--- config.mk ---
export PLATFORM = sky130hd
export DESIGN_NAME = cubehash_seq_ctrl
export DESIGN_NICKNAME = d
export VERILOG_FILES = /design/src/rtl/cubehash_pkg.sv /design/src/rtl/cubehash_round_cnt.sv /design/src/rtl/cubehash_seq_ctrl.sv
export SDC_FILE = /design/constraint.sdc
export NUM_CORES = 1
export LEC_CHECK = 0
export BUFFER_PORTS_ARGS = -buffer_cell sky130_fd_sc_hd__buf_2
export CORE_AREA = 2 2 203 205
export DETAILED_ROUTE_END_ITERATION = 7
export DIE_AREA = 0 0 205 207
export PLACE_DENSITY_LB_ADDON = 0.08
export SYNTH_ARGS = -nofsm -noshare
export SYNTH_HDL_FRONTEND = slang
export SYNTH_HIERARCHICAL = 1
export SYNTH_SLANG_ARGS = --single-unit
--- constraint.sdc ---
create_clock -name clk -period 2.2 [get_ports clk]
set_input_delay 0.22 -clock clk [delete_from_list [all_inputs] [get_ports clk]]
set_output_delay 0.22 -clock clk [all_outputs]
set_load 0.005 [all_outputs]
--- src/rtl/cubehash_pkg.sv ---
// Shared constants for the CubeHash16/32-256 sequencer: round counts, widths
// and the controller state encoding.
package cubehash_pkg;
  localparam int ROUNDS     = 16;
  localparam int FIN_MULT   = 10;
  localparam int FIN_ROUNDS = FIN_MULT * ROUNDS;
  localparam int BLK_W      = 256;
  localparam int CNT_W      = $clog2(FIN_ROUNDS + 1);

  typedef logic [2:0] state_t;

  localparam logic [2:0] S_IDLE  = 3'd0;
  localparam logic [2:0] S_LOAD  = 3'd1;
  localparam logic [2:0] S_ROUND = 3'd2;
  localparam logic [2:0] S_WAIT  = 3'd3;
  localparam logic [2:0] S_TAIL  = 3'd4;
  localparam logic [2:0] S_FIN   = 3'd5;
  localparam logic [2:0] S_OUT   = 3'd6;
endpackage

--- src/rtl/cubehash_round_cnt.sv ---
// Round down-counter: loadable, decrements when enabled, saturates at zero.
module cubehash_round_cnt #(
  parameter int CNT_W   = 8,
  parameter int MAX_VAL = 160
) (
  input  logic             clk,
  input  logic             rst_n,
  input  logic             load,
  input  logic [CNT_W-1:0] load_val,
  input  logic             dec,
  output logic             is_one,
  output logic             is_max
);
  logic [CNT_W-1:0] cnt_q, cnt_d;

  always_comb begin
    cnt_d = cnt_q;
    if (load)                     cnt_d = load_val;
    else if (dec && cnt_q != '0)  cnt_d = cnt_q - 1'b1;
  end

  always_ff @(posedge clk or negedge rst_n) begin
    if (!rst_n) cnt_q <= '0;
    else        cnt_q <= cnt_d;
  end

  assign is_one = (cnt_q == CNT_W'(1));
  assign is_max = (cnt_q == CNT_W'(MAX_VAL));
endmodule

--- src/rtl/cubehash_seq_ctrl.sv ---
// CubeHash sequencer: block handshake/register, round FSM and Moore-decoded
// datapath controls, all frozen while pause is high.
module cubehash_seq_ctrl #(
  parameter int ROUNDS   = cubehash_pkg::ROUNDS,
  parameter int FIN_MULT = cubehash_pkg::FIN_MULT,
  parameter int BLK_W    = cubehash_pkg::BLK_W
) (
  input  logic             clk,
  input  logic             rst_n,
  input  logic             pause,
  input  logic             blk_valid,
  input  logic [BLK_W-1:0] blk_data,
  input  logic             blk_last,
  output logic             blk_ready,
  output logic [BLK_W-1:0] block,
  output logic             done,
  output logic             start1,
  output logic             in_en,
  output logic             stop_process,
  output logic             xor_fin,
  output logic             out_en,
  output logic             busy
);
  import cubehash_pkg::*;

  localparam int FIN_CYC  = FIN_MULT * ROUNDS;
  localparam int CNT_BITS = $clog2(FIN_CYC + 1);

  state_t             state_q, state_d;
  logic [BLK_W-1:0]   block_q, block_d;
  logic               last_q, last_d;
  logic               cnt_load, cnt_dec, cnt_one, cnt_max;
  logic [CNT_BITS-1:0] cnt_val;
  logic               is_idle, is_load, is_wait, is_fin, is_out, accept;

  assign is_idle = (state_q == S_IDLE);
  assign is_load = (state_q == S_LOAD);
  assign is_wait = (state_q == S_WAIT);
  assign is_fin  = (state_q == S_FIN);
  assign is_out  = (state_q == S_OUT);

  // Ready depends only on state and pause, so valid never reaches a control.
  assign blk_ready = (is_idle | is_wait) & ~pause;
  assign accept    = blk_valid & blk_ready;

  always_comb begin
    state_d  = state_q;
    cnt_load = 1'b0;
    cnt_dec  = 1'b0;
    cnt_val  = '0;
    if (!pause) begin
      case (state_q)
        S_IDLE, S_WAIT: if (accept) state_d = S_LOAD;
        S_LOAD: begin
          cnt_load = 1'b1;
          cnt_val  = CNT_BITS'(ROUNDS - 1);
          state_d  = S_ROUND;
        end
        S_ROUND: begin
          cnt_dec = 1'b1;
          if (cnt_one) state_d = last_q ? S_TAIL : S_WAIT;
        end
        // TAIL applies the last block's final round; the count covers FIN only.
        S_TAIL: begin
          cnt_load = 1'b1;
          cnt_val  = CNT_BITS'(FIN_CYC);
          state_d  = S_FIN;
        end
        S_FIN: begin
          cnt_dec = 1'b1;
          if (cnt_one) state_d = S_OUT;
        end
        S_OUT:   state_d = S_IDLE;
        default: state_d = S_IDLE;
      endcase
    end
  end

  always_comb begin
    block_d = block_q;
    last_d  = last_q;
    if (accept) begin
      block_d = blk_data;
      last_d  = blk_last;
    end
  end

  always_ff @(posedge clk or negedge rst_n) begin
    if (!rst_n) begin
      state_q <= S_IDLE;
      block_q <= '0;
      last_q  <= 1'b0;
    end else begin
      state_q <= state_d;
      block_q <= block_d;
      last_q  <= last_d;
    end
  end

  cubehash_round_cnt #(.CNT_W(CNT_BITS), .MAX_VAL(FIN_CYC)) u_cnt (
    .clk      (clk),
    .rst_n    (rst_n),
    .load     (cnt_load),
    .load_val (cnt_val),
    .dec      (cnt_dec),
    .is_one   (cnt_one),
    .is_max   (cnt_max)
  );

  // WAIT drops in_en so the datapath's IV select survives only into the first LOAD.
  assign block        = block_q;
  assign done         = is_load & ~pause;
  assign start1       = is_idle;
  assign in_en        = is_idle | is_load;
  assign stop_process = pause | is_idle | is_wait | is_out;
  assign xor_fin      = is_fin & cnt_max & ~pause;
  assign out_en       = is_out & ~pause;
  assign busy         = ~is_idle;
endmodule

======== After elaboration in Yosys (flattened, before gate mapping) ========
Index checks and enable logic that the tools add are counted.
word-level totals
  flip-flop bits (word level) ............. 268
  input port bits ......................... 261
  output and inout port bits .............. 264
  logic and storage cells ................. 50
cells by class
  $add $sub $neg .......................... 1
  equality and inequality tests ........... 11
  multiplexer cells ....................... 13
  bitwise operators ....................... 13
  reduce and logical (&&, ||, !) cells .... 8
operators by type and width
  kind                 number
  $mux 8               3
  $pmux 8 s2           1
  $pmux 3 s5           1
  $mux 3               4
  $eq 3x3->1 const B   3
  $eq 8x1->1 const B   1
  $eq 8x8->1 const B   1
  $reduce_bool 8->1    1
  $sub 8x1->8 const B  1
  $and 1x1->1          6
  $eq 3x2->1 const B   2
  $ne 2x2->1 const B   3
  $reduce_or 2->1      3
  $or 1x1->1           5
  $mux 1               4
  $reduce_and 4->1     1
  $eq 3x1->1 const B   1
  $logic_not 3->1      1
  $not 1->1            2
  $reduce_bool 2->1    1
  $logic_and 1x1->1    1

======== Logic depth before layout (Yosys ltp) ========
Gate-level depths: netlist of run 1.
  word-level depth ........................ 7
  mapped depth ............................ 8
  mapped depth without buffers ............ 7

======== Modules after synthesis ========
Netlist of run 1, hierarchy kept.
modules (own cells, without submodules)
  module              times used  cells each  area an instance (sq um)  seq. area each (sq um)
  cubehash_seq_ctrl   1           591         10821.6                   6506.2
  cubehash_round_cnt  1           60          536.8                     200.2

======== Worst setup path after synthesis of run 1 ========
Ideal clock, no wire load.
  path type ............................... register -> register
  start ................................... register state_q[0]
  end ..................................... register u_cnt.cnt_q[6]
  data arrival time ....................... 1.953 ns
  path slack .............................. 0.123 ns
  cell stages (with the launch flop) ...... 9
  clock period less this slack ............ 2.077 ns
  cell sequence ........................... dfrtp_1 clkbuf_1 nor2b_1 mux2i_1 nor2_1 nand2_1 a2111oi_0 xor2_1 mux2_2
between the ends
  longest elaborated chain between the ends .. 6
ends and longest elaborated chain
  what                                      RTL line                  RTL
  start: declaration                        cubehash_seq_ctrl.sv:29   state_t state_q, state_d;
  start signal: assignment                  cubehash_seq_ctrl.sv:94   state_q <= state_d;
  $eq 3x3->1 or $eq 3x2->1 (tied branches)  cubehash_seq_ctrl.sv:52   case (state_q)
  $reduce_or 2->1 (no source line) (*)      n/a
  $mux 1 (*)                                cubehash_seq_ctrl.sv:52
  $mux 1 (*)                                cubehash_seq_ctrl.sv:51   if (!pause) begin
  named net cnt_dec                         cubehash_seq_ctrl.sv:32   logic cnt_load, cnt_dec, cnt_one, cnt_max;
  $logic_and 1x1->1 (*)                     cubehash_round_cnt.sv:19  else if (dec && cnt_q != '0) cnt_d = cnt_q - 1'b1;
  $reduce_bool 2->1 (no source line) (*)    n/a
  end signal: assignment                    cubehash_round_cnt.sv:24  else cnt_q <= cnt_d;
  end: declaration                          cubehash_round_cnt.sv:14  logic [CNT_W-1:0] cnt_q, cnt_d;
The timed path passes the listed nets; every way through them passes the cells marked *.
A chain may end at the register's enable or synchronous reset.

======== Worst setup path after layout of run 1 ========
  start ................................... register u_cnt.cnt_q[1]
  end ..................................... output xor_fin
between the ends
  longest elaborated chain between the ends .. 3
ends and longest elaborated chain
  what                      RTL line                  RTL
  $eq 8x8->1                cubehash_round_cnt.sv:28  assign is_max = (cnt_q == CNT_W'(MAX_VAL));
  named net cnt_max         cubehash_seq_ctrl.sv:32
  $and 1x1->1 (2 in a row)  cubehash_seq_ctrl.sv:116  assign xor_fin = is_fin & cnt_max & ~pause;
  end: declaration          cubehash_seq_ctrl.sv:20   output logic xor_fin,
The timed path passes the listed nets, and every way through them passes these cells.

==> results of run 1 <==
[flip-flops by register name (all words and copies together), names as in the netlist]
register	count
block	256
last_q	1
state_q	3
u_cnt/cnt_q	8
[cell type report]
class	instances	share of cell area, %
antenna	1	0.0135
clock buffer	51	5.47
clock inverter	9	0.707
inverter	6	0.121
multi-input combinational	343	23.4
sequential	268	36.1
tap	532	3.58
timing repair buffer	822	30.6
[cell usage in the layout (no fill, tap or decap), types with 3 or more instances in the layout]
cell type,instances
sky130_fd_sc_hd__inv_1,4
sky130_fd_sc_hd__clkbuf_16,35
sky130_fd_sc_hd__buf_4,26
sky130_fd_sc_hd__a21oi_1,3
sky130_fd_sc_hd__nand2_1,13
sky130_fd_sc_hd__inv_6,3
sky130_fd_sc_hd__xnor2_1,4
sky130_fd_sc_hd__buf_12,14
sky130_fd_sc_hd__mux2_2,28
sky130_fd_sc_hd__o21ai_0,5
sky130_fd_sc_hd__dlygate4sd3_1,258
sky130_fd_sc_hd__clkbuf_1,8
sky130_fd_sc_hd__clkinv_2,3
sky130_fd_sc_hd__clkbuf_8,8
sky130_fd_sc_hd__nor2_1,9
sky130_fd_sc_hd__nor3_1,6
sky130_fd_sc_hd__nor2b_1,3
sky130_fd_sc_hd__bufinv_16,3
sky130_fd_sc_hd__buf_2,523
sky130_fd_sc_hd__mux2_4,230
sky130_fd_sc_hd__and3_1,4
sky130_fd_sc_hd__dfrtp_1,268
[tightest hold or removal path: stages]
cell and delay, ps:
sky130_fd_sc_hd__buf_2 110, sky130_fd_sc_hd__a22oi_1 90, sky130_fd_sc_hd__o22ai_1 150
[stage by stage]
step                setup slack [ps]  power (µW)  hold WS [ps]  utilization [%]
finish                         -55.4       24900           107             46.0
global route                    -197       26500          89.3             46.0
CTS                             -147       25200          59.9             46.0
detailed placement             -5.92       18800           260             36.6
global placement                32.7       18700           250             36.6
floorplan                        123       14600         -75.6                -
[where the power goes]
part / switching (µW) / internal [µW]
registers: 1410 / 7470
clock network: 2190 / 3550
logic: 3780 / 6490
total: 7380 / 17500
[routing by layer]
layer | vias to the layer above | global-route usage [%]
met5 | - | 0
met4 | 0 | 4.59
met1 | 4039 | 20.6
met3 | 48 | 5.07
met2 | 324 | 28.0
li1 | 3941 | -
[worst paths after layout]
check	from	to	slack, ps	depth (start not counted)
setup reg to reg	state_q[1]	block[223]	130	5
hold / removal	blk_valid	state_q[0]	110	3
min in group asynchronous	rst_n	block[40]	280	2
hold reg to reg	block[234]	block[234]	500	1
max in group asynchronous	rst_n	block[145]	1130	3
setup / recovery	u_cnt/cnt_q[1]	xor_fin	-60	7
[cells by family (layout without fill, tap and decap cells)]
| logic type | Yosys count | after routing | synth area share [%] |
|---|---|---|---|
| DFF | 268 | 268 | 59.0 |
| muxes | 260 | 260 | 33.4 |
| and+or+nand+nor | 50 | 50 | 2.27 |
| buffers and inverters | 41 | 888 | 3.11 |
| AOI/OAI and AO/OA | 22 | 22 | 1.40 |
| xor gates and xnor gates | 6 | 6 | 0.463 |
| adders and majority gates | 3 | 3 | 0.331 |
| other | 1 | 3 | 0.0330 |
[what timing repair did]
| item | CTS | global route |
|---|---|---|
| pin swaps | 4 | 2 |
| setup buffers | 5 | 0 |
| setup endpoints to repair | 2 | 2 |
| endpoints found under the hold margin | 313 | 0 |
| gates cloned | 0 | 0 |
| resized for setup | 9 | 2 |
| hold buffers | 258 | 0 |
==> report_table.html, run 1 <==
<table>
<tr><th>Metric</th><th>Value</th></tr>
<tr><th colspan="2">Worst setup path</th></tr>
<tr><td>Dominant delay contributor by cell family on the critical path</td><td>simple AND/OR/NAND/NOR gates</td></tr>
<tr><td>Maximum single-stage delay on the critical path</td><td>390 ps</td></tr>
<tr><td>WP data required</td><td>1980 ps</td></tr>
<tr><td>Crit path capture type</td><td>output port</td></tr>
<tr><td>Worst-path maximum fanout</td><td>2</td></tr>
<tr><td>Critical Path Source Type</td><td>flop</td></tr>
<tr><td>Arrival time of the worst setup path</td><td>2040 ps</td></tr>
<tr><td>Worst path bufs/invs</td><td>2</td></tr>
<tr><td>Cell at the slowest stage of the critical path</td><td>sky130_fd_sc_hd__or3b_4</td></tr>
<tr><td>Critical path class</td><td>flop to output port</td></tr>
<tr><td>Cell Chain, Critical Path</td><td>inv_2, ha_4, or3b_4, nor4_4, nand2_1, nor3_2, buf_2</td></tr>
<tr><th colspan="2">Logic synthesis</th></tr>
<tr><td>Post-synthesis sequential area ratio</td><td>59.0%</td></tr>
<tr><td>Post-synthesis cell area</td><td>0.0114 mm²</td></tr>
<tr><td>Cell with the most instances after synthesis</td><td>sky130_fd_sc_hd__dfrtp_1</td></tr>
<tr><td>Async set or reset register ratio after synthesis</td><td>100%</td></tr>
<tr><td>Top-area cell type share of the netlist area</td><td>59.0%</td></tr>
<tr><td>Average footprint of a synthesized cell</td><td>17.4 µm²</td></tr>
<tr><td>Warnings from Yosys</td><td>6</td></tr>
<tr><td>Count of different cell masters after synthesis</td><td>39</td></tr>
<tr><td>Cell type with the highest aggregate area in the netlist</td><td>sky130_fd_sc_hd__dfrtp_1</td></tr>
<tr><td>Flip-flop and latch count after synthesis</td><td>268</td></tr>
<tr><td>Post-synth top flop</td><td>sky130_fd_sc_hd__dfrtp_1</td></tr>
<tr><td>Post-synth EDFFs</td><td>0</td></tr>
<tr><td>Area contributors post-synth</td><td>sky130_fd_sc_hd__dfrtp_1 59%, sky130_fd_sc_hd__mux2_4 30%, sky130_fd_sc_hd__mux2_2 2.8%, sky130_fd_sc_hd__buf_6 2.6%, sky130_fd_sc_hd__nand2_1 0.43%</td></tr>
<tr><td>Cell count after synthesis</td><td>651</td></tr>
<tr><td>Most used standard cells in the synthesized netlist</td><td>268 x sky130_fd_sc_hd__dfrtp_1, 230 x sky130_fd_sc_hd__mux2_4, 28 x sky130_fd_sc_hd__mux2_2</td></tr>
<tr><th colspan="2">Timing</th></tr>
<tr><td>Post-layout worst setup margin</td><td>-55.4 ps</td></tr>
<tr><td>Post-route clock period utilization</td><td>103%</td></tr>
<tr><td>Post-route clock skew</td><td>18.7 ps</td></tr>
<tr><td>Slew at the pin closest to its max-slew limit</td><td>646 ps</td></tr>
<tr><td>Setup repair after global routing missed its margin</td><td>true</td></tr>
<tr><td>Maximum clock frequency</td><td>443 MHz</td></tr>
<tr><td>Setup tns final</td><td>-55.4 ps</td></tr>
<tr><td>Relative slew slack</td><td>57.0%</td></tr>
<tr><td>Final Setup Violations</td><td>1</td></tr>
<tr><td>Final period demand of the worst path</td><td>2260 ps</td></tr>
<tr><td>Slew Viols, Final</td><td>0</td></tr>
<tr><td>Final number of hold-violating endpoints</td><td>0</td></tr>
<tr><th colspan="2">Clocking</th></tr>
<tr><td>Bufs on Longest Clock Path</td><td>3</td></tr>
<tr><td>Cts bufs inserted</td><td>34</td></tr>
<tr><td>Root buffer selected by CTS</td><td>sky130_fd_sc_hd__clkbuf_16</td></tr>
<tr><td>Clock insertion delay at the later pin of the skew report</td><td>530 ps</td></tr>
<tr><td>TritonCTS clock tree</td><td>done</td></tr>
<tr><td>CTS H-Tree Depth</td><td>2</td></tr>
<tr><td>Total clock sinks</td><td>268</td></tr>
<tr><td>Clock transition time at the flip-flop clock pins of the worst setup and hold paths</td><td>60 ps</td></tr>
<tr><th colspan="2">Routing</th></tr>
<tr><td>Average wire length per cell after detail routing</td><td>17.6 µm</td></tr>
<tr><td>Number of DRC markers in iteration 0</td><td>323</td></tr>
<tr><td>DR WL met3</td><td>2.80 mm</td></tr>
<tr><td>DR DRC count</td><td>0</td></tr>
<tr><td>Top routing layer used</td><td>met4</td></tr>
<tr><td>Post-DRT Antenna Nets</td><td>0</td></tr>
<tr><td>Routed met1 length</td><td>15.1 mm</td></tr>
<tr><td>Length of routed met2 wiring</td><td>17.1 mm</td></tr>
<tr><td>Detailed-routing iteration count for the pre-antenna-repair pass</td><td>4</td></tr>
<tr><td>Total length of routed wires</td><td>35.8 mm</td></tr>
<tr><td>Per-cell via count in the routed design</td><td>4.11</td></tr>
<tr><td>Total number of vias</td><td>8352</td></tr>
<tr><th colspan="2">Placed design</th></tr>
<tr><td>Half-perimeter wire length after detailed placement</td><td>25.5 mm</td></tr>
<tr><td>Inst Count DP</td><td>1708</td></tr>
<tr><td>Routability cong.</td><td>0.740</td></tr>
<tr><td>Post-place instance area</td><td>0.0148 mm²</td></tr>
<tr><td>Number of buffers inserted by port buffering</td><td>524</td></tr>
<tr><th colspan="2">Floorplan</th></tr>
<tr><td>Number of standard-cell rows in the floorplan</td><td>74</td></tr>
<tr><td>Core Box Area</td><td>0.0404 mm²</td></tr>
<tr><td>Die height</td><td>207 µm</td></tr>
<tr><td>Initial Utilization</td><td>28.1%</td></tr>
<tr><td>Die outline width</td><td>205 µm</td></tr>
<tr><td># IOs</td><td>525</td></tr>
<tr><td>Total Die Area</td><td>0.0424 mm²</td></tr>
<tr><th colspan="2">Finish</th></tr>
<tr><td>Layout overhead on the synthesized area</td><td>63.6%</td></tr>
<tr><td>Area taken by multi-input logic gates</td><td>0.00435 mm²</td></tr>
<tr><td>Number of standard cells in the final layout excluding fillers</td><td>2032</td></tr>
<tr><td>Layout fillers</td><td>3724</td></tr>
<tr><td>Fraction of layout cells with a size suffix above 1</td><td>59.2%</td></tr>
<tr><td>Fin nets</td><td>1739</td></tr>
<tr><td>Sequential Area</td><td>0.00671 mm²</td></tr>
<tr><td>Post-route standard cell area excluding fillers</td><td>0.0186 mm²</td></tr>
<tr><th colspan="2">Status</th></tr>
<tr><td>Violations in the final reports</td><td>negative setup slack</td></tr>
<tr><td>Status</td><td>complete, but fails checks</td></tr>
<tr><th colspan="2">Power and ir drop</th></tr>
<tr><td>Worst vdd rail ir drop</td><td>0.000825 V</td></tr>
<tr><td>Power density over the cells</td><td>1340 mW/mm²</td></tr>
<tr><td>Static leakage power</td><td>0.00972 µW</td></tr>
<tr><th colspan="2">GRT</th></tr>
<tr><td>Global-route wire length before repair</td><td>54.8 mm</td></tr>
<tr><td>Antenna violations before repair</td><td>1</td></tr>
<tr><td>Largest net degree at the start of global routing</td><td>67</td></tr>
<tr><td>Total congestion overflow</td><td>0</td></tr>
<tr><td>Total GRT Usage</td><td>16.7%</td></tr>
<tr><td>Via count of the first global-routing pass</td><td>9299</td></tr>
<tr><th colspan="2">Worst hold path</th></tr>
<tr><td>Type of the most critical hold path</td><td>input pin to flop</td></tr>
<tr><th colspan="2">Job</th></tr>
<tr><td>Max Cap Viol</td><td>0</td></tr>
</table>
Note: power is estimated with default switching activity, not from simulation.
==> run 2: changes to the inputs <==
--- a/config.mk
+++ b/config.mk
@@ -10,6 +10,7 @@
 export DETAILED_ROUTE_END_ITERATION = 7
 export DIE_AREA = 0 0 205 207
 export PLACE_DENSITY_LB_ADDON = 0.08
+export SKIP_CTS_REPAIR_TIMING = 1
 export SYNTH_ARGS = -nofsm -noshare
 export SYNTH_HDL_FRONTEND = slang
 export SYNTH_HIERARCHICAL = 1
==> run 2 against run 1 <==
Against the previous run:
- the run still ends with negative setup slack left
- sequential share of layout area grew 0.053 points
- register-to-register slack worse by 20 ps
- clock power barely moved
- die area unchanged
- count of clock-buffer cells in the layout did not move
- global-route usage shrank 0.80 points
- non-clock buffer count down 3
- final area fell by 0.15%
==> report_table.html, run 2 (synthesis gave the netlist of run 1 again) <==
<table>
<tr><th>Metric</th><th>Value</th></tr>
<tr><th colspan="2">Routing</th></tr>
<tr><td>DR DRC count</td><td>0</td></tr>
<tr><td>Post-DRT Antenna Nets</td><td>0</td></tr>
<tr><td>Average wire length per cell after detail routing</td><td>17.6 µm</td></tr>
<tr><td>Total number of vias</td><td>8344</td></tr>
<tr><td>Total length of routed wires</td><td>35.8 mm</td></tr>
<tr><td>Detailed-routing iteration count for the pre-antenna-repair pass</td><td>4</td></tr>
<tr><td>Number of DRC markers in iteration 0</td><td>363</td></tr>
<tr><td>Per-cell via count in the routed design</td><td>4.11</td></tr>
<tr><th colspan="2">Power and ir drop</th></tr>
<tr><td>Static leakage power</td><td>0.00970 µW</td></tr>
<tr><td>Pint</td><td>17500 µW</td></tr>
<tr><td>Switching power summed over all nets</td><td>7370 µW</td></tr>
<tr><td>Switching fraction of total power</td><td>29.7%</td></tr>
<tr><td>Proportion of power drawn by flip-flops and latches</td><td>35.7%</td></tr>
<tr><td>Clock Power Share</td><td>23.1%</td></tr>
<tr><td>Proportion of power drawn by combinational gates</td><td>41.2%</td></tr>
<tr><td>Worst vdd rail ir drop</td><td>0.000822 V</td></tr>
<tr><td>Power density over the cells</td><td>1340 mW/mm²</td></tr>
<tr><td>Sum of internal, switching and leakage power</td><td>24800 µW</td></tr>
<tr><th colspan="2">Worst hold path</th></tr>
<tr><td>Startpoint of the tightest hold check path</td><td>blk_valid</td></tr>
<tr><td>Type of the most critical hold path</td><td>input pin to flop</td></tr>
<tr><th colspan="2">Timing</th></tr>
<tr><td>Final period demand of the worst path</td><td>2350 ps</td></tr>
<tr><td>Post-route clock period utilization</td><td>107%</td></tr>
<tr><td>Maximum clock frequency</td><td>426 MHz</td></tr>
<tr><td>Worst hold slack</td><td>101 ps</td></tr>
<tr><td>Relative slew slack</td><td>56.8%</td></tr>
<tr><td>Final number of hold-violating endpoints</td><td>0</td></tr>
<tr><td>Post-layout worst setup margin</td><td>-146 ps</td></tr>
<tr><td>Slew at the pin closest to its max-slew limit</td><td>647 ps</td></tr>
<tr><td>Final Setup Violations</td><td>1</td></tr>
<tr><td>Post-route clock skew</td><td>19.2 ps</td></tr>
<tr><td>Slew Viols, Final</td><td>0</td></tr>
<tr><td>Setup repair after global routing missed its margin</td><td>true</td></tr>
<tr><th colspan="2">Finish</th></tr>
<tr><td>Layout fillers</td><td>3725</td></tr>
<tr><td>Post-route standard cell area excluding fillers</td><td>0.0186 mm²</td></tr>
<tr><td>Largest register FFs</td><td>256</td></tr>
<tr><td>Leading cell type in the layout, fill and taps excluded</td><td>sky130_fd_sc_hd__buf_2</td></tr>
<tr><td>Fin nets</td><td>1736</td></tr>
<tr><td>Fraction of layout cells with a size suffix above 1</td><td>59.0%</td></tr>
<tr><td>Layout overhead on the synthesized area</td><td>63.4%</td></tr>
<tr><td>Commonest cells after routing, fill and taps aside</td><td>523 x sky130_fd_sc_hd__buf_2, 268 x sky130_fd_sc_hd__dfrtp_1, 258 x sky130_fd_sc_hd__dlygate4sd3_1</td></tr>
<tr><th colspan="2">Placed design</th></tr>
<tr><td>Half-perimeter wire length after detailed placement</td><td>25.5 mm</td></tr>
<tr><td>Routability cong.</td><td>0.740</td></tr>
<tr><td>Post-place instance area</td><td>0.0148 mm²</td></tr>
<tr><td>Number of buffers inserted by port buffering</td><td>524</td></tr>
<tr><th colspan="2">Clocking</th></tr>
<tr><td>Cts bufs inserted</td><td>34</td></tr>
<tr><td>TritonCTS clock tree</td><td>done</td></tr>
<tr><td>Root buffer selected by CTS</td><td>sky130_fd_sc_hd__clkbuf_16</td></tr>
<tr><td>Bufs on Longest Clock Path</td><td>3</td></tr>
<tr><td>Total clock sinks</td><td>268</td></tr>
<tr><td>CTS H-Tree Depth</td><td>2</td></tr>
<tr><td>Clock transition time at the flip-flop clock pins of the worst setup and hold paths</td><td>60 ps</td></tr>
<tr><td>Clock insertion delay at the later pin of the skew report</td><td>530 ps</td></tr>
<tr><th colspan="2">Floorplan</th></tr>
<tr><td>Die outline width</td><td>205 µm</td></tr>
<tr><td># IOs</td><td>525</td></tr>
<tr><td>Number of standard-cell rows in the floorplan</td><td>74</td></tr>
<tr><td>Initial Utilization</td><td>28.1%</td></tr>
<tr><td>Core Box Area</td><td>0.0404 mm²</td></tr>
<tr><td>Die height</td><td>207 µm</td></tr>
<tr><td>Total Die Area</td><td>0.0424 mm²</td></tr>
<tr><th colspan="2">Worst setup path</th></tr>
<tr><td>WP data required</td><td>1980 ps</td></tr>
<tr><td>Critical Path Start</td><td>u_cnt/cnt_q[1]</td></tr>
<tr><td>Reg2reg start</td><td>state_q[1]</td></tr>
<tr><td>Critical Path Source Type</td><td>flop</td></tr>
<tr><td>Crit path capture type</td><td>output port</td></tr>
<tr><td>Critical path class</td><td>flop to output port</td></tr>
<tr><td>Arrival time of the worst setup path</td><td>2130 ps</td></tr>
<tr><td>Worst-path maximum fanout</td><td>4</td></tr>
<tr><th colspan="2">Job</th></tr>
<tr><td>Max Cap Viol</td><td>0</td></tr>
<tr><th colspan="2">GRT</th></tr>
<tr><td>Total GRT Usage</td><td>15.8%</td></tr>
<tr><td>Total congestion overflow</td><td>0</td></tr>
<tr><td>Via count of the first global-routing pass</td><td>7958</td></tr>
<tr><td>Antenna violations before repair</td><td>2</td></tr>
<tr><td>Largest net degree at the start of global routing</td><td>67</td></tr>
<tr><td>Global-route wire length before repair</td><td>51.1 mm</td></tr>
<tr><th colspan="2">Status</th></tr>
<tr><td>Status</td><td>complete, but fails checks</td></tr>
<tr><td>Violations in the final reports</td><td>negative setup slack</td></tr>
</table>
==> run 2: path summary, 6_finish.rpt <==
check | to | slack (ps) | depth (start not counted)
max | xor_fin | -150 | 7
min | state_q[0] | 100 | 3
max reg2reg | u_cnt/cnt_q[6] | 110 | 8
min reg2reg | block[228] | 500 | 1
max in group asynchronous | block[223] | 1140 | 3
min in group asynchronous | block[80] | 270 | 2
==> run 2: final cells by class <==
cell class | instances | area (µm²) | share of cell area [%]
flip-flops and latches | 268 | 6710 | 36.1
repair buffers | 819 | 5670 | 30.5
multi-input cells | 343 | 4340 | 23.4
clock buffers | 51 | 1020 | 5.47
well taps | 532 | 666 | 3.59
clock inverters | 9 | 131 | 0.708
inverters | 6 | 22.5 | 0.121
diodes | 2 | 5.00 | 0.0270
==> run 2: metrics by stage <==
step	TNS, ps	util, %	std cells	worst slack (ps)
floorplan	0	-	652	123
global placement	0	36.6	1708	32.7
detailed placement	-5.92	36.6	1708	-5.92
CTS	-563	39.4	1768	-525
global route	-458	46.0	2030	-290
finish	-146	46.0	2030	-146
==> run 2: power by group through the flow <==
stage / combinational, µW / clock, µW / sequential, µW
after CTS: 9940 / 5950 / 8850
final: 10200 / 5750 / 8880
after floorplan: 5510 / 0 / 9050
after global placement: 9860 / 0 / 8870
after detailed placement: 9910 / 0 / 8850
after global routing: 11000 / 6180 / 9220
==> run 2: metal layers <==
layer	global-route usage, %	up-vias	routed length (µm)	part of all wire, %
met3	5.93	39	2740	7.7
li1	-	3932	-	-
met4	3.70	0	524	1.5
met2	26.3	319	17200	48
met1	19.4	4054	15300	43
met5	0	-	0	0
==> run 2: worst max-delay path, cell delays in order (launching register included) <==
cell                      delay [ps]
sky130_fd_sc_hd__dfrtp_1         400
sky130_fd_sc_hd__inv_2            90
sky130_fd_sc_hd__ha_4            150
sky130_fd_sc_hd__or3b_4          390
sky130_fd_sc_hd__nor4_4          150
sky130_fd_sc_hd__nand2_1         100
sky130_fd_sc_hd__nor3_2          190
sky130_fd_sc_hd__buf_2           150
